**src/rtl/stream4_receiver_if.sv**
```systemverilog
// rtl/stream4_receiver_if.sv - handshake bundle between sender, receiver buffer and consumer
interface stream4_receiver_if #(
  parameter int P = 8
);
  logic         valid;
  logic [P-1:0] data;
  logic         ack;
  logic         out_valid;
  logic [P-1:0] out_data;
  logic         out_ready;

  // Sender and consumer side (drives offers and takes head words)
  modport master (
    output valid, data, out_ready,
    input  ack, out_valid, out_data
  );

  // Receiver side
  modport slave (
    input  valid, data, out_ready,
    output ack, out_valid, out_data
  );
endinterface

```
**src/rtl/stream4_receiver.sv**
```systemverilog
// rtl/stream4_receiver.sv - buffered stream receiver with incrementing-sequence checker
module stream4_receiver #(
  parameter int P     = 8,
  parameter int DEPTH = 4
) (
  input  logic                 clk,
  input  logic                 rst,
  stream4_receiver_if.slave    bus,
  output logic                 seq_err,
  output logic [7:0]           err_count,
  output logic [15:0]          rx_count
);
  localparam int AW = $clog2(DEPTH);

  typedef enum logic {IDLE = 1'b0, TRACK = 1'b1} seq_state_t;

  logic [AW:0]  wr_ptr;
  logic [AW:0]  rd_ptr;
  logic [P-1:0] mem [DEPTH];
  logic         full;
  logic         empty;
  logic         push;
  logic         pop;

  seq_state_t   state;
  seq_state_t   state_next;
  logic [P-1:0] expected;
  logic [P-1:0] expected_next;
  logic         mismatch;

  // Pointers carry one extra lap bit: equal pointers mean empty, equal index with
  // differing lap bit means full.
  assign empty = (wr_ptr == rd_ptr);
  assign full  = (wr_ptr[AW] != rd_ptr[AW]) && (wr_ptr[AW-1:0] == rd_ptr[AW-1:0]);

  // ack and out_valid depend only on registered pointers, never on valid/out_ready
  assign bus.ack       = ~full;
  assign bus.out_valid = ~empty;
  assign bus.out_data  = mem[rd_ptr[AW-1:0]];

  assign push = bus.valid & ~full;
  assign pop  = bus.out_ready & ~empty;

  // Buffer storage write; contents need no reset since empty masks them
  always_ff @(posedge clk) begin
    if (!rst && push) begin
      mem[wr_ptr[AW-1:0]] <= bus.data;
    end
  end

  // Read/write pointer update; reset wins over any same-edge push or pop
  always_ff @(posedge clk) begin
    if (rst) begin
      wr_ptr <= '0;
      rd_ptr <= '0;
    end else begin
      if (push) wr_ptr <= wr_ptr + (AW+1)'(1);
      if (pop)  rd_ptr <= rd_ptr + (AW+1)'(1);
    end
  end

  // Sequence checker state register
  always_ff @(posedge clk) begin
    if (rst) begin
      state    <= IDLE;
      expected <= '0;
    end else begin
      state    <= state_next;
      expected <= expected_next;
    end
  end

  // Sequence checker next state: every accept reseeds expected from the received word
  always_comb begin
    state_next    = state;
    expected_next = expected;
    mismatch      = 1'b0;
    if (push) begin
      expected_next = bus.data + P'(1);
      state_next    = TRACK;
      unique case (state)
        IDLE:    mismatch = 1'b0;
        TRACK:   mismatch = (bus.data != expected);
        default: mismatch = 1'b0;
      endcase
    end
  end

  // Error flag, saturating error counter and wrapping accept counter
  always_ff @(posedge clk) begin
    if (rst) begin
      seq_err   <= 1'b0;
      err_count <= '0;
      rx_count  <= '0;
    end else begin
      if (push) rx_count <= rx_count + 16'd1;
      if (mismatch) begin
        seq_err <= 1'b1;
        if (err_count != 8'hFF) err_count <= err_count + 8'd1;
      end
    end
  end
endmodule

```
**src/flat_wrapper.sv**
```systemverilog
// flat-port wrapper written by rule: the top's interface ports become plain ports
module stream4_receiver_flat 
#(
  parameter int P     = 8,
  parameter int DEPTH = 4
)
  (clk, rst, seq_err, err_count, rx_count, bus_valid, bus_data, bus_out_ready, bus_ack, bus_out_valid, bus_out_data);
  stream4_receiver_if #(.P(P)) bus_i ();
  input  logic clk;
  input  logic rst;
  output logic seq_err;
  output logic [7:0] err_count;
  output logic [15:0] rx_count;
  input wire logic [$bits(bus_i.valid)-1:0] bus_valid;
  input wire logic [$bits(bus_i.data)-1:0] bus_data;
  input wire logic [$bits(bus_i.out_ready)-1:0] bus_out_ready;
  output wire logic [$bits(bus_i.ack)-1:0] bus_ack;
  output wire logic [$bits(bus_i.out_valid)-1:0] bus_out_valid;
  output wire logic [$bits(bus_i.out_data)-1:0] bus_out_data;
  assign bus_i.valid = bus_valid;
  assign bus_i.data = bus_data;
  assign bus_i.out_ready = bus_out_ready;
  assign bus_ack = bus_i.ack;
  assign bus_out_valid = bus_i.out_valid;
  assign bus_out_data = bus_i.out_data;
  stream4_receiver #(.P(P), .DEPTH(DEPTH)) u_core (.clk(clk), .rst(rst), .bus(bus_i), .seq_err(seq_err), .err_count(err_count), .rx_count(rx_count));
endmodule
```
**config.mk**
```make
export PLATFORM = sky130hd
export DESIGN_NAME = stream4_receiver_flat
export DESIGN_NICKNAME = d
export VERILOG_FILES = /design/src/rtl/stream4_receiver_if.sv /design/src/rtl/stream4_receiver.sv /design/src/flat_wrapper.sv
export SDC_FILE = /design/constraint.sdc
export NUM_CORES = 1
export LEC_CHECK = 0
export CAP_MARGIN = 30
export CORE_ASPECT_RATIO = 1.25
export CORE_UTILIZATION = 57
export DETAILED_ROUTE_END_ITERATION = 7
export GPL_TIMING_DRIVEN = 0
export PLACE_DENSITY = 0.83
export SYNTH_ARGS = -nofsm -noshare
export SYNTH_HDL_FRONTEND = slang
export SYNTH_SLANG_ARGS = --single-unit
```
**constraint.sdc**
```tcl
create_clock -name clk -period 4.3 [get_ports clk]
set_input_delay 0.43 -clock clk [delete_from_list [all_inputs] [get_ports clk]]
set_output_delay 0.43 -clock clk [all_outputs]
set_load 0.05 [all_outputs]
```
==> results of run 1 <==
routing by layer:
metal	vias up	global-route usage, %	part of all wire, %
met5	-	0	0
met4	0	13.2	1.8
met3	10	4.58	5.1
met2	75	37.1	49
met1	1085	26.0	44
li1	1103	-	-
placed cells by master (no fill, tap or decap), types with 2 or more instances in the layout:
cell             Yosys  routed
clkbuf_1             7       8
nand2_1             16      16
inv_1                8       8
nor2_1              36      36
ha_1                 8       8
o31ai_1              3       3
nor3_1               6       6
and3_1               2       2
edfxtp_1            32      32
xor2_1               7       7
or4_1                3       3
xnor2_1             26      26
o21ai_0              4       4
dfxtp_1             42      42
clkbuf_8             0       9
xor2_2               2       2
clkinvlp_4           0       4
nand4_1              6       6
mux4_2               8       8
a211oi_1             8       8
nand3_1             11      11
clkdlybuf4s50_1      0      45
buf_2                3       3
nor4_1               6       6
a21oi_1             10      10
or3_1                4       4
and2_1               4       4
state kept, by name (all words and copies together) (netlist names), named ones only:
name	flops
u_core.rx_count	16
u_core.state	1
u_core.rd_ptr	3
u_core.mem	32
u_core.wr_ptr	3
u_core.expected	8
u_core.seq_err	1
u_core.err_count	8
cells by family (layout without fill, tap and decap cells):
group,after synthesis,count (layout),synth area share [%]
AND/OR/NAND/NOR,99,99,15.0
adder cells (fa/ha/maj),8,8,3.12
XOR/XNOR,35,35,10.0
multiplexers,10,10,6.27
buffers and inverters,20,81,2.69
AO/OA/AOI/OAI,31,31,6.81
flip-flops,74,74,56.1
path summary, 6_finish.rpt:
kind / startpoint / to / slack [ps] / cells past startpoint
hold reg to reg: u_core.expected[1] / u_core.expected[1] / 480 / 2
setup reg to reg: u_core.rd_ptr[1] / u_core.mem[0][4] / 2090 / 5
setup / recovery: flip-flop / bus_out_data[0] / 1400 / 3
hold / removal: u_core.expected[1] / u_core.expected[1] / 480 / 2
metrics by stage:
stage               setup slack, ps  instance area (sq um)  utilization, %  hold WS, ps
finish                         1400                   3920            71.9          478
global route                   1270                   3920            71.9          511
CTS                            1350                   3920            71.9          479
detailed placement             1640                   3740            68.8          469
global placement               1710                   3740            68.8          461
floorplan                      2400                   3210               -          449
worst min-delay path, stage by stage, from the launching register on:
cell and delay [ps]:
dfxtp_1 320, nand2_1 60, a21oi_1 50
report_power, final:
group / switching (mW) / internal [mW] / leakage [nW]
clock: 0.260 / 0.209 / 0.0745
combinational: 0.196 / 0.124 / 0.562
sequential: 0.0213 / 0.761 / 0.633
total: 0.477 / 1.09 / 1.27
area by class of cell:
type	instances	area [sq um]	share of cell area (%)
inverter	8	30.0	0.767
buffer	12	56.3	1.44
multi-input combinational	183	1330	33.8
clock buffer	10	128	3.26
timing repair buffer	45	450	11.5
tap	64	80.1	2.05
sequential	74	1800	46.0
clock inverter	6	43.8	1.12
==> flow_summary.ini, run 1 <==
[clock_tree]
clk_path_buf_depth = 2
cts_hold_buffers = 0
cts-htree-levels = 3
post_cts_buffers = 0
clock-sinks = 74
cts.clk_slew.worst_paths_ps = 80
insertion_delay_ps = 350
tritoncts = built
ctsResizeCount = 0
cts_buffers = 9
clockRootBuffer = clkbuf_8

[yosys]
netlist_instances = 277
ys_top_cells_by_area = edfxtp_1, dfxtp_1, xnor2_1
syn_nets = 297
synth-seq-area-share_pct = 56.1
synth.most_common_cell = dfxtp_1
synth_warnings = 0
ys_top_cells_by_count = dfxtp_1, nor2_1, edfxtp_1
yosys.area.top_type = edfxtp_1
synthDistinctLibCells = 39
synth-edff-count = 32
ys_ff_latch = 74
syn_avg_cell_area_sq_um = 11.6
async_reset_ff_share_pct = 0
synthFlopType = dfxtp_1
syn-cell-area_sq_mm = 0.00321
yosysTopAreaCellShare_pct = 29.9

[critical_path]
cp_slowest_stage_delay_ps = 710
cp_cell_sequence = clkbuf_1 -> mux4_2 -> clkdlybuf4s50_1
critical_path_class = flip-flop to output pin
crit_fanout = 8
path_delay_family = buffers and inverters
cp_data_required_time_ps = 3870
crit_path_end_kind = output pin
crit_buf_inv = 2
cp.arrival_ps = 2470
worst_setup_path_start_kind = flip-flop
slowest_stage = clkdlybuf4s50_1

[floorplanning]
pin_count = 47
core_region_area_sq_mm = 0.00544
die_w_um = 69.2
die-area_sq_mm = 0.00594
fp-row-count = 30
initial_core_util_pct = 59.0
die_h_um = 85.9

[layout]
drive_gt1_share_pct = 10.4
synthToLayoutAreaGrowth_pct = 21.8
fill_cells = 388
num_antenna_cells = 0
finalNonFillerCells = 402
layout.nets = 353

[placement]
port_buffers = 45
dp_hpwl_um = 4260
place_inst = 386
gp_congestion = 0.770

[routing]
dr.pass1.iters = 4
vias = 2273
drt-wirelength-per-cell_um = 15.3
drc = 0
drt_iter0_markers = 84
wirelength_um = 6150
viasPerCell = 5.65
antenna_left = 0

[timing]
worstMarginPinSlew_ps = 673
maxSlewViolCount = 0
setup_tns_ps = 0
clock_skew_ps = 8.75
fin_crit_sh_pct = 67.4
hold_viol = 0
finalCriticalPeriod_ps = 2900
max_slew_margin_pct = 55.1
rsz0062_at_grt = no
setup_viol = 0
fmax_mhz = 345

[power]
power_density_mw_per_mm2 = 401
ir_drop_uv = 208
total_power_mw = 1.57
leakagePower_nw = 1.27

[run]
maxCapViolCount = 0

[grt]
overflow = 0
grt_pass1_vias = 2154
grt_usage_pct = 22.0
grt_max_degree = 14
grt_pass1_wl_um = 9980
antenna_found_initial = 0

[hold_path]
min_path_type = flip-flop to flip-flop

[status]
outcome = completed
Note: power is estimated with default switching activity, not from simulation.
==> run 2: changes to the inputs <==
--- a/config.mk
+++ b/config.mk
@@ -7,10 +7,10 @@
 export LEC_CHECK = 0
 export CAP_MARGIN = 30
 export CORE_ASPECT_RATIO = 1.25
-export CORE_UTILIZATION = 57
+export CORE_UTILIZATION = 54
 export DETAILED_ROUTE_END_ITERATION = 7
 export GPL_TIMING_DRIVEN = 0
-export PLACE_DENSITY = 0.83
+export PLACE_DENSITY = 0.79
 export SYNTH_ARGS = -nofsm -noshare
 export SYNTH_HDL_FRONTEND = slang
 export SYNTH_SLANG_ARGS = --single-unit
==> constraint.sdc (replaced) <==
create_clock -name clk -period 2.9 [get_ports clk]
set_input_delay 0.29 -clock clk [delete_from_list [all_inputs] [get_ports clk]]
set_output_delay 0.29 -clock clk [all_outputs]
set_load 0.05 [all_outputs]
==> run 2 against run 1 <==
The run now ends with DRC left. Clock skew is essentially flat. Power increased by 70%. Combinational power is 43% higher. Non-clock buffer count fell by 1. Global-route usage down 0.34 points. Core utilization decreased by 2.6 points. Register-to-register slack worse by 1400 ps. First-iteration DRC count grew 86%. Critical path depth is 1 lower. Die area is 5.4% higher. Design area increased by 2.4%. Critical endpoint is now bus_out_data[3].
==> flow_summary.ini, run 2 (same netlist as run 1, synthesis figures left out) <==
[status]
outcome = finished with violations
violations = DRC

[routing]
wirelength_um = 6240
drt-wirelength-per-cell_um = 15.5
viasPerCell = 5.59
dr.pass1.iters = 8
vias = 2251
wl_met1_um = 2640
met2WireLength_um = 3190
dr_wl_met3_um = 285
drc = 3
top_layer = met4
drt_iter0_markers = 156
antenna_left = 0

[critical_path]
cp_data_required_time_ps = 2610
cp.arrival_ps = 2310
cp_cell_sequence = mux4_2 -> clkdlybuf4s50_1
crit_buf_inv = 1
crit_path_end_kind = output pin
cp_slowest_stage_delay_ps = 710
ff2ff_path_depth = 5
r2r_end = u_core.mem[1][1]
reg2reg_setup_slack_ps = 650
critical_path_class = flip-flop to output pin
crit_fanout = 8
r2r_start = u_core.wr_ptr[0]
worst_setup_path_start_kind = flip-flop
slowest_stage = clkdlybuf4s50_1
path_delay_family = buffers and inverters

[layout]
mostFrequentLayoutCells = clkdlybuf4s50_1, dfxtp_1, nor2_1
finish.utilization_pct = 69.3
fill_cells = 410
final_common_cell = clkdlybuf4s50_1
largest_register_ff_count = 32
finalNonFillerCells = 403
synthToLayoutAreaGrowth_pct = 24.7
multi_input_area_sq_mm = 0.00133
layout.nets = 352
seqCellArea_sq_mm = 0.00180
drive_gt1_share_pct = 10.4
num_antenna_cells = 0

[timing]
clock_skew_ps = 9.20
max_slew_margin_pct = 58.1
fmax_mhz = 384
rsz0062_at_grt = no
fin_crit_sh_pct = 89.7
hold-worst-slack_ps = 368
maxSlewViolCount = 0
worstMarginPinSlew_ps = 625
setup_viol = 0
setup_tns_ps = 0
hold_viol = 0
finalCriticalPeriod_ps = 2600

[clock_tree]
cts_buffers = 9
cts-htree-levels = 3
cts.clk_slew.worst_paths_ps = 80
tritoncts = built
clockRootBuffer = clkbuf_8
cts_hold_buffers = 0
ctsResizeCount = 0
insertion_delay_ps = 350
clock-sinks = 74
clk_path_buf_depth = 2

[power]
power_density_mw_per_mm2 = 668
ir_drop_uv = 418
leakagePower_nw = 1.32
total_power_mw = 2.68

[hold_path]
min_path_type = primary input to flip-flop
min_path_cells = 3
hp-start = rst
whs_endpoint = u_core.err_count[5]

[floorplanning]
die_h_um = 88.2
die-area_sq_mm = 0.00626
core_region_area_sq_mm = 0.00578
initial_core_util_pct = 55.6
fp-row-count = 31
pin_count = 47
die_w_um = 71.0

[grt]
grt_max_degree = 14
grt_usage_pct = 21.7
grt_pass1_wl_um = 10200
grt_pass1_vias = 2194
antenna_found_initial = 0
overflow = 0

[placement]
gp_congestion = 0.846
dp_hpwl_um = 4210
place_inst = 388
port_buffers = 45

[run]
maxCapViolCount = 0
run 2: cell types whose count changed in the layout (fill, tap and decap cells not counted):
cell | previous run | this run
bufinv_16 | 0 | 4
inv_6 | 0 | 1
clkbuf_1 | 8 | 7
clkinvlp_4 | 4 | 0
clkinv_2 | 1 | 0
run 2: final cells by class:
class                   instances  area share, %
repair buffers                 45           11.2
well taps                      66           2.06
clock buffers                  10           3.18
plain buffers                  11           1.31
inverters                       8          0.749
clock inverters                 6           3.43
flip-flops and latches         74           45.0
multi-input cells             183           33.1
run 2: power breakdown:
| part | internal, mW | switching (mW) | total [mW] |
|---|---|---|---|
| combinational | 0.184 | 0.273 | 0.457 |
| sequential | 1.13 | 0.0475 | 1.18 |
| clock | 0.663 | 0.383 | 1.05 |
| total | 1.98 | 0.703 | 2.68 |
run 2: metrics by stage:
stage,area [sq um],setup WS (ps)
2_1_floorplan,3210,998
3_3_place_gp,3750,450
3_5_place_dp,3750,335
4_1_cts,4010,77.6
5_1_grt,4010,169
6_report,4010,298
run 2: what timing repair did:
item | CTS | global route
endpoints found under the hold margin | 0 | 0
buffers inserted | 0 | 0
setup endpoints to repair | 0 | 4
run 2: worst max-delay path by stage:
stage / endpoint / cells after the start
floorplan: u_core.rx_count[15] / 5
global placement: u_core.err_count[5] / 7
detailed placement: u_core.err_count[5] / 7
CTS: bus_out_data[3] / 3
global route: bus_out_data[3] / 2
finish: bus_out_data[3] / 2
run 2: metal layers:
| layer | global-route usage, % | vias to the layer above |
|---|---|---|
| met5 | 0 | - |
| met4 | 9.82 | 0 |
| met3 | 5.81 | 9 |
| met2 | 38.2 | 65 |
| met1 | 24.9 | 1073 |
| li1 | - | 1104 |
run 2: worst min-delay path: stages:
cell	delay (ps)
clkbuf_1	150
nor2_1	110
mux2_2	140
